--- src/rtl/lego_pkg.sv ---
// Shared definitions for the LEGv8 front end: default widths, fetch FSM encoding,
// PC step and the opcode field position used by the main decoder.
package lego_pkg;

    localparam int DEFAULT_PC_WIDTH    = 64;
    localparam int DEFAULT_INSTR_WIDTH = 32;

    localparam int PC_INCREMENT = 4;

    localparam int OPCODE_MSB   = 31;
    localparam int OPCODE_LSB   = 21;
    localparam int OPCODE_WIDTH = OPCODE_MSB - OPCODE_LSB + 1;

    typedef enum logic [1:0] {
        IDLE   = 2'd0,
        FETCH  = 2'd1,
        SQUASH = 2'd2
    } fetch_state_t;

endpackage

--- src/rtl/instruction_fetch_unit_if_id_reg.sv ---
// IF/ID pipeline register: holds the fetched instruction and its PC for decode.
// clear drops the valid flag and wins over load; contents are zeroed only by reset.
module if_id_reg #(
    parameter int PC_WIDTH    = 64,
    parameter int INSTR_WIDTH = 32
) (
    input  logic                   clk,
    input  logic                   rst,
    input  logic                   i_load,
    input  logic                   i_clear,
    input  logic [INSTR_WIDTH-1:0] i_instr,
    input  logic [PC_WIDTH-1:0]    i_pc,
    output logic                   o_valid,
    output logic [INSTR_WIDTH-1:0] o_instr,
    output logic [PC_WIDTH-1:0]    o_pc
);

    logic                   r_valid;
    logic [INSTR_WIDTH-1:0] r_instr;
    logic [PC_WIDTH-1:0]    r_pc;

    always_ff @(posedge clk) begin
        if (rst) begin
            r_valid <= 1'b0;
            r_instr <= '0;
            r_pc    <= '0;
        end else if (i_clear) begin
            r_valid <= 1'b0;
        end else if (i_load) begin
            r_valid <= 1'b1;
            r_instr <= i_instr;
            r_pc    <= i_pc;
        end
    end

    assign o_valid = r_valid;
    assign o_instr = r_instr;
    assign o_pc    = r_pc;

endmodule

--- src/rtl/instruction_fetch_unit.sv ---
// LEGv8 fetch stage: owns the PC, fetches from instruction memory over req/ready,
// and hands instruction, PC and opcode field to decode with stall and branch redirect.
module instruction_fetch_unit
    import lego_pkg::*;
#(
    parameter int                    PC_WIDTH    = DEFAULT_PC_WIDTH,
    parameter int                    INSTR_WIDTH = DEFAULT_INSTR_WIDTH,
    parameter logic [PC_WIDTH-1:0]   RESET_PC    = '0
) (
    input  logic                    clk,
    input  logic                    rst,
    output logic                    imem_req,
    output logic [PC_WIDTH-1:0]     imem_addr,
    input  logic                    imem_ready,
    input  logic [INSTR_WIDTH-1:0]  imem_rdata,
    input  logic                    stall,
    input  logic                    branch_taken,
    input  logic [PC_WIDTH-1:0]     branch_target,
    output logic                    instr_valid,
    output logic [INSTR_WIDTH-1:0]  instruction,
    output logic [PC_WIDTH-1:0]     instr_pc,
    output logic [OPCODE_WIDTH-1:0] opcode_field,
    output logic [1:0]              dbg_state
);

    // Memory handshake: a transfer happens in any cycle with imem_req && imem_ready,
    // and imem_rdata belongs to that cycle's imem_addr. Once raised without ready, the
    // request stays up with the same address until ready arrives, even across a
    // redirect (SQUASH) -- it is never withdrawn.

    fetch_state_t          r_state;
    fetch_state_t          w_next_state;
    logic [PC_WIDTH-1:0]   r_pc;
    logic [PC_WIDTH-1:0]   r_addr_q;
    logic                  r_outstanding;

    logic                  w_req;
    logic [PC_WIDTH-1:0]   w_addr;
    logic                  w_xfer;
    logic                  w_load;
    logic                  w_clear;
    logic                  w_valid;
    logic [INSTR_WIDTH-1:0] w_instr;
    logic [PC_WIDTH-1:0]   w_instr_pc;

    always_comb begin
        w_next_state = r_state;
        w_req        = 1'b0;
        w_addr       = r_pc;
        case (r_state)
            IDLE: begin
                w_next_state = FETCH;
            end
            FETCH: begin
                w_req  = !(w_valid && stall);
                w_addr = r_outstanding ? r_addr_q : r_pc;
                if (branch_taken && w_req && !imem_ready) begin
                    w_next_state = SQUASH;
                end
            end
            SQUASH: begin
                w_req  = 1'b1;
                w_addr = r_addr_q;
                if (imem_ready) begin
                    w_next_state = FETCH;
                end
            end
            default: begin
                w_next_state = IDLE;
            end
        endcase
    end

    assign w_xfer = w_req && imem_ready;
    // Data returned while squashing, or in a redirect cycle, is never loaded.
    assign w_load  = (r_state == FETCH) && w_xfer && !branch_taken;
    assign w_clear = branch_taken || (w_valid && !stall && !w_load);

    always_ff @(posedge clk) begin
        if (rst) begin
            r_state       <= IDLE;
            r_pc          <= RESET_PC;
            r_addr_q      <= '0;
            r_outstanding <= 1'b0;
        end else begin
            r_state <= w_next_state;
            if (branch_taken) begin
                r_pc <= branch_target;
            end else if (w_load) begin
                r_pc <= w_addr + PC_WIDTH'(PC_INCREMENT);
            end
            if (w_req && !imem_ready) begin
                r_addr_q <= w_addr;
            end
            r_outstanding <= (r_state == FETCH) && w_req && !imem_ready && !branch_taken;
        end
    end

    if_id_reg #(
        .PC_WIDTH    (PC_WIDTH),
        .INSTR_WIDTH (INSTR_WIDTH)
    ) u_if_id_reg (
        .clk     (clk),
        .rst     (rst),
        .i_load  (w_load),
        .i_clear (w_clear),
        .i_instr (imem_rdata),
        .i_pc    (w_addr),
        .o_valid (w_valid),
        .o_instr (w_instr),
        .o_pc    (w_instr_pc)
    );

    assign imem_req     = w_req;
    assign imem_addr    = w_addr;
    assign instr_valid  = w_valid;
    assign instruction  = w_instr;
    assign instr_pc     = w_instr_pc;
    assign opcode_field = w_instr[OPCODE_MSB:OPCODE_LSB];
    assign dbg_state    = r_state;

endmodule

--- config.mk ---
export PLATFORM = sky130hd
export DESIGN_NAME = instruction_fetch_unit
export DESIGN_NICKNAME = d
export VERILOG_FILES = /design/src/rtl/lego_pkg.sv /design/src/rtl/instruction_fetch_unit_if_id_reg.sv /design/src/rtl/instruction_fetch_unit.sv
export SDC_FILE = /design/constraint.sdc
export NUM_CORES = 1
export LEC_CHECK = 0
export CORE_ASPECT_RATIO = 1.5
export CORE_MARGIN = 2
export CORE_UTILIZATION = 51
export DETAILED_ROUTE_END_ITERATION = 12
export GPL_TIMING_DRIVEN = 0
export PLACE_DENSITY = 0.89
export SKIP_CTS_REPAIR_TIMING = 1
export SLEW_MARGIN = 20
export SYNTH_ARGS = -nofsm -noshare
export SYNTH_HDL_FRONTEND = slang
export SYNTH_HIERARCHICAL = 1
export SYNTH_SLANG_ARGS = --single-unit
--- constraint.sdc ---
create_clock -name clk -period 4.7 [get_ports clk]
set_input_delay 1.175 -clock clk [delete_from_list [all_inputs] [get_ports clk]]
set_output_delay 1.175 -clock clk [all_outputs]
set_load 0.01 [all_outputs]
==> metrics.md <==
| Metric | Value |
|---|---|
| Total gr overflow | `0` |
| Die Wd | `around 130 µm` |
| Starting density of the core | `0.517` |
| Max Clock Skew | `between 30 and 40 ps` |
| Multiplexer share of the synthesized area | `0.00819` |
| IO buf count | `approximately 270` |
| Number of placed cells counting well taps | `a little over 2k` |
| # DRC | `0` |
| DR vias | `~14k` |
| Crit Path Max Fanout | `10` |
| Tmin final | `roughly 4700 ps` |
| Nets | `about 1.9k` |
| Hold Startpoint | `u_if_id_reg/o_instr[16]$_SDFFE_PP0P_` |
| N_diodes | `0` |
| CP startpoint kind | `register` |
| Layout cells sized above 1 | `0.0823` |
| First-pass GRT wire length | `72200 µm` |
| Core Footprint | `~24000 µm²` |
| Row count | `69` |
| Number of synthesized flops with an enable pin | `0` |
| Initial antenna violation count | `1` |
| Skew-Pair Late Insertion Delay | `about 550 ps` |
| Post-Synth XOR/XNOR Area | `0.0258` |
| Slew headroom | `0.248` |
| Hold Fails Final Rpt | `0` |
| DPL Wire Length | `34700 µm` |
| Commonest non-fill, non-tap cell in the layout | `clkdlybuf4s50_1` |
| Unique cell type count in the Yosys netlist | `~70` |
| Synth Instances | `roughly 1.5k` |
| Total die area | `between 20000 and 30000 µm²` |
| Class of the worst hold path | `reg2reg` |
| Worst Path Required | `~5100 ps` |
| Drt wl/cell | `~23 µm` |
| Multi-input gate area | `between 6000 and 7000 µm²` |
| Largest family of logic cells by synthesized area | `simple AND/OR/NAND/NOR gates` |
| Layout area overhead | `33.5%` |
| Vias per inst | `between 6 and 7` |
| Synth async-reset ratio | `0` |
| Reg-to-Reg Start | `dbg_state[1]$_SDFFE_PP0P_` |
| Total power | `slightly above 6 mW` |
| Synthesized flop and latch total | `between 200 and 250` |
| Largest net degree at the start of global routing | `18` |
| Routed WL | `approximately 49000 µm` |
| Deepest clock path buffer count | `3` |
| Max-slew violations | `0` |
| Layout Cells excl Fill | `between 2k and 2.5k` |
| Clock Sinks | `around 230` |
| I/O Pins | `about 280` |
| First-pass DRT Iterations | `6` |
| Placer congestion estimate | `roughly 1.0` |
| Pwr dens | `about 380 nW/µm²` |
| Synth Flop Type | `dfxtp_1` |
| Detail Route Antenna Nets | `0` |
| Starting DRT DRC Count | `approximately 1.8k` |
| Synthesized area | `between 10000 and 15000 µm²` |
| GR Util All Layers | `0.365` |
| Outcome | `complete, no violations` |
| Worst-Margin Slew | `roughly 1100 ps` |
| Cell leakage power | `between 5 and 6 nW` |
| H-tree Lvls | `1` |
| Die height | `slightly below 200 µm` |
| Max frequency | `roughly 0.21 GHz` |
| CP Data Arrival Time | `between 5000 and 6000 ps` |
| Register area | `4570 µm²` |
| Cell taking the most area after synthesis | `dfxtp_1` |
| CP Class | `reg2reg` |
| Synth warn | `6` |
| CTS Root Cell | `clkbuf_16` |
| Synth Area in Simple Gates | `0.306` |
| Mapped Nets | `1572` |
| Crit path from | `dbg_state[1]$_SDFFE_PP0P_` |
| Clock Pin Slew Worst Setup and Hold Paths | `60 ps` |
| Max-cap viol count | `0` |
| Commonest cells after routing, fill and taps aside | `272 x clkdlybuf4s50_1, 227 x dfxtp_1, 108 x nor2_1` |
| Period utilisation layout | `0.999` |
| FILL cells | `approximately 1.9k` |
| Cts bufs inserted | `23` |
| Mapped Avg Cell Area | `between 8 and 9 µm²` |
| Post-synthesis sequential area ratio | `0.373` |
| Leading post-synthesis cells by cell area | `dfxtp_1 37%, nand4bb_1 8.8%, nand2b_1 5.1%` |
| Synth Area in Compound Gates | `0.204` |
| Crit end category | `register` |
| CTS tree | `done` |
| Area share of fa/ha/maj cells after synthesis | `0.00614` |
| Max VDD drop | `between 0.0003 and 0.0004 V` |
| Final Setup Violations | `0` |
| Post-synth top area share | `0.373` |
| Number of global-route vias before repair | `13.2k` |
metal layers:
| layer | track usage | wire (µm) | share of wire | up-vias |
|---|---|---|---|---|
| li1 | - | - | - | 5939 |
| met1 | 0.417 | 16300 | 0.34 | 6292 |
| met2 | 0.593 | 22200 | 0.46 | 1056 |
| met3 | 0.0701 | 5630 | 0.12 | 338 |
| met4 | 0.271 | 4320 | 0.089 | 0 |
| met5 | 0.00609 | 0 | 0 | - |
worst max-delay path: stages, from the launching register on:
cell       delay (ps)
dfxtp_1           400
inv_1             130
ha_4              360
buf_4             230
buf_2             290
buf_2             350
nand3_1           140
a222oi_1          630
nand3_1           410
nor3_1            790
and3_1            420
a2111oi_0         150
a311o_1           280
flip-flops by register name, summed over array words and instances, names as in the netlist:
signal and count:
dbg_state 2, u_if_id_reg/o_instr 32, u_if_id_reg/o_valid 1, r_pc 64, u_if_id_reg/o_pc 64, r_addr_q 64
r_outstanding 1
where the power goes:
group / total [mW] / switching, mW / internal [mW]
sequential: 2.19 / 0.101 / 2.09
combinational: 2.14 / 1.36 / 0.786
clock: 1.80 / 0.807 / 0.994
total: 6.14 / 2.27 / 3.87
logic make-up (layout without fill, tap and decap cells):
group | Yosys count | count (layout)
AOI/OAI and AO/OA | 383 | 383
adders and majority gates | 6 | 6
xor gates and xnor gates | 36 | 36
muxes | 10 | 10
and+or+nand+nor | 589 | 589
buffers and inverters | 213 | 534
DFF | 228 | 228
final timing paths:
| path | to | slack, ps | depth (start not counted) |
|---|---|---|---|
| min | u_if_id_reg/o_instr[16]$_SDFFE_PP0P_ | 470 | 2 |
| max | r_pc[61]$_SDFFE_PP0P_ | 3 | 12 |
| min reg2reg | u_if_id_reg/o_instr[16]$_SDFFE_PP0P_ | 470 | 2 |
| max reg2reg | r_pc[61]$_SDFFE_PP0P_ | 3 | 12 |
synth_stat cells, types with 4 or more instances:
cell type,number
a2111oi_2,4
a211oi_1,52
a22oi_1,22
nand3_1,67
buf_1,5
a222oi_1,10
nor3_1,27
a21oi_1,51
a311oi_1,12
nand4bb_1,96
xnor2_1,33
inv_1,57
o31ai_1,5
mux2i_1,10
and4_1,7
nor4_1,17
o21ai_1,45
a22o_1,8
and3_1,33
ha_1,6
dfxtp_1,228
clkbuf_1,101
a221oi_1,10
buf_2,23
a31o_2,5
nor2_1,109
o21ai_0,103
nand2_1,55
o22ai_1,10
buf_4,19
a21boi_0,4
nand4_1,17
or3_1,11
o211ai_1,9
a2111oi_0,6
and2_1,27
buf_6,4
a21o_1,4
a31oi_1,7
nand2b_1,99
stage by stage:
stage / cell area [µm²] / setup slack [ps] / util / setup TNS [ps] / hold slack, ps
after floorplan: 12200 / 439 / - / 0 / 446
after global placement: 15400 / -1250 / 0.649 / -128570 / 452
after detailed placement: 15400 / -1110 / 0.650 / -61270 / 459
after CTS: 16100 / -1160 / 0.680 / -74670 / 468
after global routing: 16300 / -5.57 / 0.690 / -5.57 / 492
final: 16300 / 3.05 / 0.690 / 0 / 465
area by class of cell:
cell class | instances | area share
Timing Repair Buffer | 283 | 0.173
Clock buffer | 34 | 0.0415
Clock inverter | 6 | 0.00222
Buffer | 152 | 0.0460
Multi-Input combinational cell | 1024 | 0.419
Sequential cell | 228 | 0.280
Tap cell | 319 | 0.0245
Inverter | 59 | 0.0136
Power figures use the tool's default switching activity.
